$ cat src/rtl/button_debouncer.sv
// Per-channel push-button conditioner: 2-FF synchronizer followed by a
// stable-count debounce filter producing a clean level and press/release pulses.
module button_debouncer #(
  parameter int NUM_BUTTONS     = 3,
  parameter int CNT_WIDTH       = 20,
  parameter int DEBOUNCE_CYCLES = 1000000,
  parameter bit ACTIVE_LOW      = 1'b1
) (
  input  logic                   clk,
  input  logic                   reset,
  input  logic [NUM_BUTTONS-1:0] btn_raw,
  output logic [NUM_BUTTONS-1:0] btn_level,
  output logic [NUM_BUTTONS-1:0] btn_press,
  output logic [NUM_BUTTONS-1:0] btn_release
);

  localparam logic [CNT_WIDTH-1:0]   CNT_MAX  = CNT_WIDTH'(DEBOUNCE_CYCLES - 1);
  localparam logic [NUM_BUTTONS-1:0] IDLE_PIN = {NUM_BUTTONS{ACTIVE_LOW}};

  logic [NUM_BUTTONS-1:0] sync1_q, sync2_q;
  logic [NUM_BUTTONS-1:0] level_q, level_d;
  logic [NUM_BUTTONS-1:0] press_q, press_d;
  logic [NUM_BUTTONS-1:0] release_q, release_d;
  logic [CNT_WIDTH-1:0]   cnt_q [NUM_BUTTONS];
  logic [CNT_WIDTH-1:0]   cnt_d [NUM_BUTTONS];
  logic [NUM_BUTTONS-1:0] pressed;

  assign pressed = sync2_q ^ IDLE_PIN;

  // Any cycle of agreement clears the count, so only an unbroken run of
  // DEBOUNCE_CYCLES mismatches is accepted; the count never exceeds CNT_MAX.
  always_comb begin
    level_d   = level_q;
    press_d   = '0;
    release_d = '0;
    for (int i = 0; i < NUM_BUTTONS; i++) begin
      cnt_d[i] = '0;
      if (pressed[i] != level_q[i]) begin
        if (cnt_q[i] == CNT_MAX) begin
          level_d[i]   = pressed[i];
          press_d[i]   = pressed[i];
          release_d[i] = ~pressed[i];
        end else begin
          cnt_d[i] = cnt_q[i] + 1'b1;
        end
      end
    end
  end

  always_ff @(posedge clk) begin
    if (reset) begin
      sync1_q   <= IDLE_PIN;
      sync2_q   <= IDLE_PIN;
      level_q   <= '0;
      press_q   <= '0;
      release_q <= '0;
      for (int i = 0; i < NUM_BUTTONS; i++) cnt_q[i] <= '0;
    end else begin
      sync1_q   <= btn_raw;
      sync2_q   <= sync1_q;
      level_q   <= level_d;
      press_q   <= press_d;
      release_q <= release_d;
      for (int i = 0; i < NUM_BUTTONS; i++) cnt_q[i] <= cnt_d[i];
    end
  end

  assign btn_level   = level_q;
  assign btn_press   = press_q;
  assign btn_release = release_q;

endmodule

$ cat config.mk
export PLATFORM = sky130hd
export DESIGN_NAME = button_debouncer
export DESIGN_NICKNAME = d
export VERILOG_FILES = /design/src/rtl/button_debouncer.sv
export SDC_FILE = /design/constraint.sdc
export NUM_CORES = 1
export LEC_CHECK = 0
export CAP_MARGIN = 20
export CORE_AREA = 2 2 78 80
export CTS_BUF_LIST = sky130_fd_sc_hd__clkbuf_4
export DETAILED_ROUTE_END_ITERATION = 6
export DIE_AREA = 0 0 80 82
export GPL_TIMING_DRIVEN = 0
export PLACE_DENSITY = 0.74
export SLEW_MARGIN = 20
export SYNTH_ARGS = -nofsm -noshare
export SYNTH_HDL_FRONTEND = slang
export SYNTH_SLANG_ARGS = --single-unit
$ cat constraint.sdc
create_clock -name clk -period 4.7 [get_ports clk]
set_clock_uncertainty 0.15 [all_clocks]
set_input_delay 0.47 -clock clk [delete_from_list [all_inputs] [get_ports clk]]
set_output_delay 0.47 -clock clk [all_outputs]
set_load 0.01 [all_outputs]
==> run summary, run 1 <==
Clock tree buffer depth: 2
RSZ-0062 raised after global routing: no
Outcome: finished clean
Worst Tran Pin Value: 775 ps
Initial Util: 55.4%
Vias: 2,514
Setup TNS: 0 ps
Row count: 28
Layout cells sized above 1: 10.1%
Setup Buffers After CTS: 0
Avg Cell Area, Syn: 9.17 sq um
Number of global-route vias before repair: 2,312
Synth warnings: 0
First-pass GRT wire length: 10,100 microns
Pins Over Slew Limit: 0
Max cap viols: 0
Primary FF master, synth: dfxtp_1
WL final: 5840 microns
Pleak: 1.07 nW
Final setup violation count: 0
Crit path launch type: register
Setup CP Type: register to register
Final Critical Period: 2530 ps
Placeable Area: 5750 sq um
Post-DP HPWL: 4110 microns
TritonCTS Buffers: 9
Fillers: 500
Final ANT Viol Nets: 0
CTS tree: built
Critical path's slowest cell: nor4_1
Worst Path Required: 4870 ps
Placed Cells: 435
Slew headroom: 47.9%
Critical path arrival: 2710 ps
FMAX: 395 MHz
Worst Reg-to-Reg Cells: 7
Final instance area: 3550 sq um
Post-Synthesis Net Count: 355
Die Wd: 80 microns
Final hold viol count: 0
Resize count post-CTS: 0
CP endpoint kind: register
CTS Root Buffer Type: clkbuf_4
Cell Area, Placed: 3410 sq um
PD cells: 298 nW/um^2
Gpl congestion: 0.860
Global route overflow: 0
CTS Hold Bufs: 0
Asr flop ratio synth: 0%
DRC viols: 0
Critical path, cell by cell: ha_1 > nand2_1 > nor4_1 > a211o_1 > buf_2 > buf_4 > nor2_1
P&R area growth vs syn: 11.6%
EDFF count, synth: 0
Die area: 6560 sq um
Non-filler instance count after layout: 451
Largest net degree at the start of global routing: 15
H-tree depth: 3
WL/cell: 13.0 microns
Die Y-Extent: 82 microns
Initial antenna violation count: 0
Number of stages on the worst hold path: 1
Hold Path Class: register to register
DR iter-0 viols: 103
Clock sinks: 75
Final net count: 379
Mapped cell area: 3180 sq um
Yosys reg bits: 75
Ant diodes: 0
Seq/Total Area, Yosys: 47.2%
CP peak stage delay: 720 ps
Max IR drop VDD: 0.221 mV
Cells after Synth: 347
Period utilization: 53.9%
Number of I/O port buffers: 13
CP Max Fanout: 10
GR Util All Layers: 19.7%
Clock Pin Slew Worst Setup and Hold Paths: 130 ps
Yosys cell types: 43
Via density: 5.57
Worst-skew pair later-pin latency: 430 ps
DRT Pass-1 Iters: 4
Io pins: 14
## kinds of logic after synthesis
group	Yosys count	share of synthesized area [%]
AOI/OAI and AO/OA	32	6.92
xor gates and xnor gates	44	12.1
adders and majority gates	3	1.18
buffers and inverters	19	2.67
DFF	75	47.2
muxes	1	0.314
and+or+nand+nor	173	29.6
## per-stage QoR
| step | power [mW] | hold WS, ps | utilization (%) | setup slack (ps) |
|---|---|---|---|---|
| final | 1.06 | 277 | 61.8 | 2170 |
| after global routing | 1.10 | 296 | 61.8 | 1970 |
| after CTS | 1.07 | 277 | 61.8 | 2180 |
| after detailed placement | 0.671 | 246 | 59.3 | 2210 |
| after global placement | 0.671 | 241 | 59.3 | 2230 |
| after floorplan | 0.665 | 239 | - | 2560 |
## Yosys cell counts (2+ instances only)
cell | number | area share [%]
and4_1 | 11 | 3.0
or4_1 | 9 | 2.1
xnor2_1 | 22 | 6.1
o21ai_0 | 3 | 0.47
nand4_1 | 13 | 2.6
or2_2 | 7 | 1.4
clkbuf_1 | 4 | 0.47
nor2_1 | 53 | 6.2
or3b_2 | 3 | 0.83
o31ai_1 | 7 | 1.7
and3_1 | 2 | 0.39
nor3_1 | 8 | 1.3
xor2_1 | 22 | 6.1
nand3_1 | 20 | 3.1
a21oi_1 | 13 | 2.0
ha_1 | 3 | 1.2
or3_1 | 6 | 1.2
buf_2 | 2 | 0.31
nor4_1 | 14 | 2.8
and3_2 | 2 | 0.47
inv_1 | 11 | 1.3
nand2_1 | 17 | 2.0
dfxtp_1 | 75 | 47
## cell usage in the layout, fill, tap and decap left out, drive strengths merged, types with 3 or more instances in the layout
| cell | n |
|---|---|
| o21ai | 5 |
| nand4 | 13 |
| dfxtp | 75 |
| xnor2 | 22 |
| or2 | 8 |
| or3b | 3 |
| ha | 3 |
| a21oi | 13 |
| xor2 | 22 |
| nand3 | 20 |
| nand2 | 17 |
| nor4 | 14 |
| clkinv | 4 |
| and3 | 4 |
| buf | 4 |
| clkbuf | 13 |
| inv | 12 |
| and4 | 11 |
| nor3 | 8 |
| o31ai | 7 |
| clkdlybuf4s50 | 13 |
| or4 | 10 |
| nor2 | 53 |
| or3 | 6 |
## registers in the layout, summed over array words and instances (netlist names)
register / count
btn_press: 3
btn_level: 3
sync1_q: 3
sync2_q: 3
cnt_q: 60
btn_release: 3
## path summary, 6_finish.rpt
path | start | endpoint | slack (ps)
hold / removal | sync1_q[0] | sync2_q[0] | 280
setup reg to reg | cnt_q[0][0] | cnt_q[0][10] | 2170
hold reg to reg | sync1_q[0] | sync2_q[0] | 280
setup / recovery | cnt_q[0][0] | cnt_q[0][10] | 2170
## area by class of cell
cell class | count | area, sq um | share of cell area [%]
clock buffer | 9 | 67.6 | 1.90
timing repair buffer | 13 | 130 | 3.66
sequential | 75 | 1500 | 42.3
multi-input combinational | 253 | 1600 | 45.0
inverter | 11 | 41.3 | 1.16
clock inverter | 7 | 76.3 | 2.15
buffer | 8 | 43.8 | 1.23
tap | 75 | 93.8 | 2.64
## layer usage
| metal | global-route usage (%) | vias to the layer above | part of all wire [%] |
|---|---|---|---|
| met3 | 5.16 | 10 | 3.1 |
| met2 | 32.3 | 42 | 48 |
| li1 | - | 1295 | - |
| met4 | 8.14 | 0 | 1.5 |
| met5 | 0 | - | 0 |
| met1 | 24.6 | 1167 | 48 |
## where the power goes
part	total, mW	switching [mW]	internal, mW
clock network	0.400	0.235	0.165
registers	0.641	0.00195	0.639
logic	0.0163	0.00902	0.00724
total	1.06	0.246	0.811
## worst max-delay path: cells and delay by family, from the launching register on
kind | cells | cell delay [ps]
adders and majority gates | 1 | 280
buffers and inverters | 2 | 420
AOI/OAI and AO/OA | 1 | 220
and+or+nand+nor | 3 | 960
DFF | 1 | 380
Power figures use the tool's default switching activity.
==> inputs of run 2 (changes only) <==
--- a/config.mk
+++ b/config.mk
@@ -6,12 +6,12 @@
 export NUM_CORES = 1
 export LEC_CHECK = 0
 export CAP_MARGIN = 20
-export CORE_AREA = 2 2 78 80
+export CORE_AREA = 2 2 79 81
 export CTS_BUF_LIST = sky130_fd_sc_hd__clkbuf_4
 export DETAILED_ROUTE_END_ITERATION = 6
-export DIE_AREA = 0 0 80 82
+export DIE_AREA = 0 0 81 83
 export GPL_TIMING_DRIVEN = 0
-export PLACE_DENSITY = 0.74
+export PLACE_DENSITY = 0.76
 export SLEW_MARGIN = 20
 export SYNTH_ARGS = -nofsm -noshare
 export SYNTH_HDL_FRONTEND = slang
==> constraint.sdc (replaced) <==
create_clock -name clk -period 2.2 [get_ports clk]
set_clock_uncertainty 0.15 [all_clocks]
set_input_delay 0.22 -clock clk [delete_from_list [all_inputs] [get_ports clk]]
set_output_delay 0.22 -clock clk [all_outputs]
set_load 0.01 [all_outputs]
==> run 2 against run 1 <==
Register-to-register slack lost 2100 ps. Sequential share of layout area shrank 1.5 points. Worst hold slack lost 60 ps. Count of clock-buffer cells in the layout is the same. Critical path type unchanged. Worst setup slack lost 2100 ps. Die area grew 2.5%. Largest power group unchanged. Combinational power grew 140%. Clock power grew 130%. Global-route usage shrank 0.25 points.
==> run summary, run 2 (synthesis gave the netlist of run 1 again) <==
Critical hold path startpoint: btn_raw[2]
GR Util All Layers: 19.4% (-0.25 points)
M1 WL: 2980 microns (+7.2%)
DR WL met2: 2890 microns (+3.3%)
Critical path's slowest cell: or4_4
DRT Pass-1 Iters: 4 (unchanged)
Via density: 5.53 (-0.74%)
Final setup violation count: 0 (unchanged)
TritonCTS Buffers: 9 (unchanged)
Io pins: 14 (unchanged)
Critical path, cell by cell: or3b_2 > or4_4 > or2_4 > nor4_1
Pins Over Slew Limit: 0 (unchanged)
Outcome: finished clean
CP delay by family, top: simple AND/OR/NAND/NOR gates
Ant diodes: 0 (unchanged)
Setup CP Type: register to register
Cell Area, Placed: 3410 sq um (unchanged)
Worst-skew pair later-pin latency: 410 ps (-20 ps)
Gpl congestion: 0.835 (-3.0%)
CP peak stage delay: 570 ps (-150 ps)
CP Max Fanout: 5 (-5)
Vias: 2,534 (+0.80%)
Worst path bufs/invs: 0 (-2)
Final net count: 386 (+1.8%)
Number of global-route vias before repair: 2,378 (+2.9%)
FMAX: 464 MHz (+17%)
Largest net degree at the start of global routing: 14 (-1)
Largest register FFs: 60 (unchanged)
RR Startpoint: cnt_q[0][26]
Met3 routed WL: 235 microns (+28%)
Clock tree buffer depth: 2 (unchanged)
H-tree depth: 3 (unchanged)
Pwr Total: 2.34 mW (+120%)
Worst Path Required: 2350 ps (-2520 ps)
Slew headroom: 63.1% (+15 points)
Row count: 28 (unchanged)
Commonest cells after routing, fill and taps aside: dfxtp_1, nor2_1, xor2_1, xnor2_1, nand3_1
Most common cell after layout, fill and taps aside: dfxtp_1
DR iter-0 viols: 151 (+47%)
Period utilization: 98.0% (+44 points)
WL final: 6150 microns (+5.3%)
Die area: 6720 sq um (+2.5%)
Initial antenna violation count: 0 (unchanged)
Clock sinks: 75 (unchanged)
Final hold viol count: 0 (unchanged)
P&R area growth vs syn: 16.3%
Die Wd: 81 microns (+1.3%)
Placeable Area: 5820 sq um (+1.2%)
Uppermost layer routed: met4
Clock Pin Slew Worst Setup and Hold Paths: 120 ps (about the same)
Critical path arrival: 2310 ps (-400 ps)
Die Y-Extent: 83 microns (+1.2%)
Setup TNS: 0 ps (unchanged)
Largest Register: cnt_q
DRC viols: 0 (unchanged)
Post-DP HPWL: 4110 microns (about the same)
PD cells: 633 nW/um^2 (+110%)
Global route overflow: 0 (unchanged)
Hold Path Class: input port to register
Max cap viols: 0 (unchanged)
Pleak: 1.14 nW (+6.7%)
Final instance area: 3700 sq um (+4.3%)
Crit path launch type: register
Initial Util: 54.7% (-0.67 points)
Number of I/O port buffers: 13 (unchanged)
CTS Root Buffer Type: clkbuf_4
Worst Tran Pin Value: 549 ps (-226 ps)
First-pass GRT wire length: 10,400 microns (+2.7%)
Max IR drop VDD: 0.437 mV (+98%)
CP endpoint kind: register
Layout cells sized above 1: 14.9% (+4.8 points)
CTS tree: built
CTS Hold Bufs: 0 (unchanged)
Final Critical Period: 2160 ps (-377 ps)
Crit path from: cnt_q[0][26]
WL/cell: 13.4 microns (+3.7%)
Final ANT Viol Nets: 0 (unchanged)
==> run 2: report_power, final <==
part	internal [mW]	leakage, nW	total, mW	switching [mW]
Clock	0.457	0.0837	0.935	0.478
Combinational	0.0186	0.450	0.0398	0.0212
Sequential	1.36	0.608	1.37	0.00463
Total	1.84	1.14	2.34	0.504
==> run 2: through the flow <==
| stage | cells | util, % | hold WS, ps | setup slack (ps) |
|---|---|---|---|---|
| after floorplan | 347 | - | 174 | 62.9 |
| after global placement | 435 | 58.6 | 243 | -332 |
| after detailed placement | 435 | 58.6 | 247 | -346 |
| after CTS | 454 | 62.6 | 192 | 4.40 |
| after global routing | 458 | 63.7 | 203 | -0.619 |
| final | 458 | 63.7 | 217 | 43.8 |
==> run 2: worst register-to-register path: stages, from the launching register on <==
cell	delay [ps]
dfxtp_1	370
or3b_2	450
or4_4	570
or2_4	280
nor4_1	230
==> run 2: layout make-up <==
class | instances | area (sq um)
flip-flops and latches | 75 | 1510
clock buffers | 9 | 67.6
well taps | 75 | 93.8
multi-input cells | 253 | 1660
fillers | 496 | 2110
inverters | 11 | 41.3
plain buffers | 8 | 48.8
repair buffers | 20 | 195
clock inverters | 7 | 90.1
==> run 2: worst paths after layout <==
path                                  endpoint  slack (ps)  depth (start not counted)
worst max register to register  btn_release[1]          40                          4
worst min-delay path                sync1_q[2]         220                          2
worst max-delay path            btn_release[1]          40                          4
worst min register to register      sync2_q[1]         270                          1
==> run 2: per-layer routing <==
metal	track usage (%)	vias up
met5	0	-
met4	6.16	0
met2	30.2	48
met3	6.30	4
li1	-	1300
met1	25.4	1182
==> run 2: timing repair <==
action | CTS | global route
setup buffers | 3 | 4
pin swaps | 3 | 4
setup endpoints to repair | 52 | 30
gates resized for setup | 8 | 10
